$ cat src/rtl/struct_arb_pkg.sv
// Shared types and constants for the struct register arbiter.
package struct_arb_pkg;

    typedef struct packed {
        logic [1:0] x;
        logic [1:0] y;
    } struct_t;

    typedef enum logic [1:0] {
        IDLE = 2'd0,
        BUSY = 2'd1,
        ACK  = 2'd2
    } state_e;

    localparam struct_t STRUCT_RESET = '{x: 2'h1, y: 2'h1};

    function automatic int wrap_inc(input int idx, input int n);
        return (idx == n - 1) ? 0 : idx + 1;
    endfunction

endpackage

$ cat src/rtl/rr_pick.sv
// Combinational round-robin picker: first set request at or after i_ptr,
// wrapping modulo N_REQ.
module rr_pick #(
    parameter int N_REQ = 4,
    parameter int PW    = $clog2(N_REQ)
) (
    input  logic [N_REQ-1:0] i_req,
    input  logic [PW-1:0]    i_ptr,
    output logic [N_REQ-1:0] o_win,
    output logic [PW-1:0]    o_idx,
    output logic             o_valid
);

    logic [N_REQ-1:0] w_rot;
    logic [PW-1:0]    w_k;
    int               w_sum;

    // Rotate so i_ptr lands at bit 0, priority-encode, then rotate the index back.
    always_comb begin
        w_rot   = '0;
        w_k     = '0;
        o_valid = 1'b0;
        for (int i = 0; i < N_REQ; i++) begin
            w_rot[i] = i_req[(i + int'(i_ptr)) % N_REQ];
        end
        for (int i = N_REQ - 1; i >= 0; i--) begin
            if (w_rot[i]) begin
                w_k     = PW'(i);
                o_valid = 1'b1;
            end else begin
                w_k     = w_k;
                o_valid = o_valid;
            end
        end
        w_sum = (int'(w_k) + int'(i_ptr)) % N_REQ;
        o_idx = PW'(w_sum);
        if (o_valid) begin
            o_win = N_REQ'(1) << o_idx;
        end else begin
            o_win = '0;
        end
    end

endmodule

$ cat src/rtl/struct_reg_arbiter.sv
// Round-robin arbiter and write sequencer for one shared struct_t register.
// Optional STRUCT_ARB_LOCK_EN adds i_lock to keep priority after an ack.
module struct_reg_arbiter
    import struct_arb_pkg::*;
#(
    parameter int      N_REQ     = 4,
    parameter int      WR_LAT    = 2,
    parameter struct_t RESET_VAL = STRUCT_RESET
) (
    input  logic               i_clk,
    input  logic               i_rst,
    input  logic [N_REQ-1:0]   i_req,
    input  logic [4*N_REQ-1:0] i_wdata,
`ifdef STRUCT_ARB_LOCK_EN
    input  logic [N_REQ-1:0]   i_lock,
`endif
    output logic [N_REQ-1:0]   o_gnt,
    output logic [N_REQ-1:0]   o_ack,
    output logic [3:0]         o_q,
    output logic               o_busy
);

    localparam int PW = $clog2(N_REQ);
    localparam int CW = (WR_LAT > 1) ? $clog2(WR_LAT) : 1;

    state_e           r_state, w_state_nxt;
    struct_t          r_q, w_q_nxt;
    struct_t          r_stage, w_stage_nxt;
    logic [N_REQ-1:0] r_gnt, w_gnt_nxt;
    logic [N_REQ-1:0] r_ack, w_ack_nxt;
    logic             r_busy, w_busy_nxt;
    logic [PW-1:0]    r_ptr, w_ptr_nxt;
    logic [PW-1:0]    r_win_idx, w_win_idx_nxt;
    logic [CW-1:0]    r_cnt, w_cnt_nxt;

    logic [N_REQ-1:0] w_pick_win;
    logic [PW-1:0]    w_pick_idx;
    logic             w_pick_valid;
    logic             w_keep;

    rr_pick #(
        .N_REQ (N_REQ),
        .PW    (PW)
    ) u_rr_pick (
        .i_req   (i_req),
        .i_ptr   (r_ptr),
        .o_win   (w_pick_win),
        .o_idx   (w_pick_idx),
        .o_valid (w_pick_valid)
    );

`ifdef STRUCT_ARB_LOCK_EN
    assign w_keep = i_lock[r_win_idx];
`else
    assign w_keep = 1'b0;
`endif

    // Next-state and next-register logic for the IDLE/BUSY/ACK sequencer.
    always_comb begin
        w_state_nxt   = r_state;
        w_q_nxt       = r_q;
        w_stage_nxt   = r_stage;
        w_gnt_nxt     = r_gnt;
        w_ack_nxt     = '0;
        w_busy_nxt    = r_busy;
        w_ptr_nxt     = r_ptr;
        w_win_idx_nxt = r_win_idx;
        w_cnt_nxt     = r_cnt;
        case (r_state)
            IDLE: begin
                if (w_pick_valid) begin
                    // wdata is captured only here; later changes are ignored.
                    w_stage_nxt   = struct_t'(i_wdata[4*int'(w_pick_idx) +: 4]);
                    w_win_idx_nxt = w_pick_idx;
                    w_gnt_nxt     = w_pick_win;
                    w_cnt_nxt     = CW'(WR_LAT - 1);
                    w_busy_nxt    = 1'b1;
                    w_state_nxt   = BUSY;
                end else begin
                    w_gnt_nxt  = '0;
                    w_busy_nxt = 1'b0;
                end
            end
            BUSY: begin
                if (r_cnt == '0) begin
                    w_q_nxt     = r_stage;
                    w_ack_nxt   = r_gnt;
                    w_gnt_nxt   = '0;
                    w_state_nxt = ACK;
                end else begin
                    w_cnt_nxt = r_cnt - CW'(1);
                end
            end
            ACK: begin
                w_gnt_nxt   = '0;
                w_busy_nxt  = 1'b0;
                w_state_nxt = IDLE;
                if (w_keep) begin
                    w_ptr_nxt = r_win_idx;
                end else begin
                    w_ptr_nxt = PW'(wrap_inc(int'(r_win_idx), N_REQ));
                end
            end
            default: begin
                w_gnt_nxt   = '0;
                w_busy_nxt  = 1'b0;
                w_state_nxt = IDLE;
            end
        endcase
    end

    // State and output registers; synchronous reset aborts any write in flight.
    always_ff @(posedge i_clk) begin
        if (i_rst) begin
            r_state   <= IDLE;
            r_q       <= RESET_VAL;
            r_stage   <= RESET_VAL;
            r_gnt     <= '0;
            r_ack     <= '0;
            r_busy    <= 1'b0;
            r_ptr     <= '0;
            r_win_idx <= '0;
            r_cnt     <= '0;
        end else begin
            r_state   <= w_state_nxt;
            r_q       <= w_q_nxt;
            r_stage   <= w_stage_nxt;
            r_gnt     <= w_gnt_nxt;
            r_ack     <= w_ack_nxt;
            r_busy    <= w_busy_nxt;
            r_ptr     <= w_ptr_nxt;
            r_win_idx <= w_win_idx_nxt;
            r_cnt     <= w_cnt_nxt;
        end
    end

    assign o_gnt  = r_gnt;
    assign o_ack  = r_ack;
    assign o_q    = r_q;
    assign o_busy = r_busy;

endmodule

$ cat config.mk
export PLATFORM = sky130hd
export DESIGN_NAME = struct_reg_arbiter
export DESIGN_NICKNAME = d
export VERILOG_FILES = /design/src/rtl/struct_arb_pkg.sv /design/src/rtl/rr_pick.sv /design/src/rtl/struct_reg_arbiter.sv
export SDC_FILE = /design/constraint.sdc
export NUM_CORES = 1
export LEC_CHECK = 0
export CAP_MARGIN = 20
export CORE_MARGIN = 10
export CORE_UTILIZATION = 49
export CTS_CLUSTER_DIAMETER = 80
export DETAILED_ROUTE_END_ITERATION = 10
export HOLD_SLACK_MARGIN = 0.02
export PLACE_DENSITY = 0.83
export SLEW_MARGIN = 20
export SYNTH_ARGS = -nofsm -noshare
export SYNTH_HDL_FRONTEND = slang
export SYNTH_SLANG_ARGS = --single-unit
$ cat constraint.sdc
create_clock -name i_clk -period 7.1 [get_ports i_clk]
set_input_delay 1.065 -clock i_clk [delete_from_list [all_inputs] [get_ports i_clk]]
set_output_delay 1.065 -clock i_clk [all_outputs]
set_load 0.02 [all_outputs]
==> impl_metrics.toml <==
[run_status]
status = "completed"

[detailed_routing]
wl_per_cell_um = 14.9
routed_wl_mm = 2.63
num_vias = 957
ant_nets = 0
drc = 0
drt_iter0_markers = 39
viasPerCell = 5.41
drt-pass1-iter-count = 4

[die]
dieArea_um2 = 4680
fp-row-count = 17
ios = 35
start_util = 0.515
die_h_um = 68.4
die_x_um = 68.4
core_um2 = 2230

[cts]
cts_buffers = 3
cts_hold_buffers = 0
clk_path_buf_depth = 2
cts.clk_slew.worst_paths_ps = 120
tritoncts = "done"
ctsResizeCount = 0
clk-insertion-delay-late_ps = 320
htree_levels = 1
root_buffer = "clkbuf_4"
cts.sinks = 24
cts_setup_buffers = 0

[sta]
slew_viol_final = 0
tightestPinTransition_ps = 693
finalCritPeriodShare = 0.514
rsz0062_at_grt = "false"
tns_ps = 0
finalHoldViolCount = 0
fin_worst_skew_ps = 8.39
fmax_ghz = 0.274
period_needed_ps = 3650
setup_viol = 0
slew_headroom = 0.537

[synth]
avgSynthCellArea_um2 = 9.91
ys_types = 36
yosysSeqAreaShare = 0.418
async_flop_share = 0
synth_nets = 141
synthCells = 116
synth-edff-count = 0
ys_ff_latch = 24
synth_ff_type = "dfxtp_1"
ys_warn_count = 0
syn_area_um2 = 1150

[power_and_ir_drop]
seqPwrFrac = 0.461
sw_frac_of_total = 0.264
leakage_nw = 0.603
p_switching_mw = 0.0898
vdd_ir_drop_max_uv = 169
p_int_mw = 0.251
clockPowerShare = 0.287
power_density_nw_per_um2 = 220
fin_total_pwr_mw = 0.341
p_comb_frac = 0.252

[critical_path]
path_cells = "clkdlybuf4s50_1, or4_1, o211ai_1, ha_1, xnor2_1, xnor2_2, mux4_1, a21bo_1"
crit_path_max_incr_delay_ps = 620
critPathSlowestCell = "mux4_1"
path_max_fanout = 9
required_ps = 7320
crit_path_start_kind = "primary input"
crit_family = "multiplexers"
crit_buf_inv = 1
criticalPathCategory = "primary input to flip-flop"
worstSetupEndpointType = "flip-flop"
worst_ep_arrival_time_ps = 3870
rrSetupSlack_ps = 4230

[global_route]
grt_pass1_vias = 949
grt-ovfl-total = 0
antenna_found_initial = 0
grtUsageTotal = 0.122
grt_pass1_wl_mm = 4.46
grt_max_degree = 21

[final_layout]
multiInputGateArea_um2 = 624
area_growth_pct = 34.4
antennaDiodeCount = 0
num-nets-final = 175
drive_above_1_share = 0.0604
final_core_util = 0.692
fillers = 183
seq_area_um2 = 480

[placement]
place.gp.congestion = 0.783
hpwl_mm = 2.05
portBuffers = 34

[job]
max_cap_violations = 0

[worst_hold_path]
hold_path.class = "flip-flop to flip-flop"
registers in the layout (all words and copies together) (netlist names):
register,flops
r_stage,4
o_gnt,4
r_ptr,2
r_win_idx,2
r_cnt,1
r_state,2
o_ack,4
o_q,4
o_busy,1
cell usage in the layout (no fill, tap or decap), drive strengths merged, types with 2 or more instances in the layout:
cell type / instances
and2: 5
clkdlybuf4s50: 34
nand2b: 4
ha: 3
nor2b: 5
dfxtp: 24
clkbuf: 4
nor2: 21
mux2i: 3
a22o: 2
a211o: 2
or3: 2
inv: 2
mux4: 4
a32oi: 2
nor3: 4
nand2: 5
xnor2: 2
o32ai: 2
o211ai: 2
a21oi: 6
a21bo: 2
Yosys cell counts, types with 3 or more instances:
cell / instances / area [um^2]
mux4_1: 3 / 78.8
mux2i_1: 3 / 30.0
and2_1: 5 / 31.3
nand2b_1: 4 / 25.0
ha_1: 3 / 37.5
nor2_1: 21 / 78.8
dfxtp_1: 24 / 480
a21oi_1: 6 / 30.0
nor2b_1: 5 / 31.3
nand2_1: 5 / 18.8
nor3_1: 4 / 20.0
tightest hold or removal path: stages, from the launching register on:
cell	delay [ps]
dfxtp_1	340
nand2_1	50
a21oi_1	50
logic make-up (layout without fill, tap and decap cells):
family	count (synthesis)	after routing	share of synthesized area
DFF	24	24	0.418
buffers and inverters	8	41	0.0392
xor gates and xnor gates	2	2	0.0218
muxes	7	7	0.114
and+or+nand+nor	49	49	0.206
AOI/OAI and AO/OA	23	23	0.169
adders and majority gates	3	3	0.0326
per-layer routing:
layer  GRT usage  vias up  wire [um]
met5           0        -          0
met4      0.0628        0         17
met3      0.0506        2        233
met2       0.198       28       1240
met1       0.134      442       1140
li1            -      485          -
metrics by stage:
stage	std cells	hold slack [ps]	cell area, um^2	setup slack [ps]
finish	177	480	1550	3450
global route	177	506	1550	3280
CTS	176	482	1540	3450
detailed placement	172	461	1490	3100
global placement	172	449	1490	3190
floorplan	116	436	1150	3810
power groups by stage:
stage | Clock, mW | Combinational, mW | Sequential [mW]
3_3_place_gp | 0 | 0.0826 | 0.159
2_1_floorplan | 0 | 0.0506 | 0.163
3_5_place_dp | 0 | 0.0854 | 0.160
4_1_cts | 0.0996 | 0.0860 | 0.157
5_1_grt | 0.106 | 0.0941 | 0.159
6_report | 0.0978 | 0.0857 | 0.157
final cells by class:
class | count | area share
Clock buffer | 3 | 0.0146
Clock inverter | 1 | 0.0194
Inverter | 2 | 0.00486
Multi-Input combinational cell | 84 | 0.404
Sequential cell | 24 | 0.311
Tap cell | 28 | 0.0227
Timing Repair Buffer | 35 | 0.223
worst paths after layout:
path / cells past startpoint / endpoint / from
min reg2reg: 2 / r_win_idx[0] / r_win_idx[0]
min: 2 / r_win_idx[0] / r_win_idx[0]
max reg2reg: 8 / r_stage[2] / r_ptr[0]
max: 8 / r_stage[2] / i_req[0]
No activity file was read; power rests on OpenSTA's default activity.
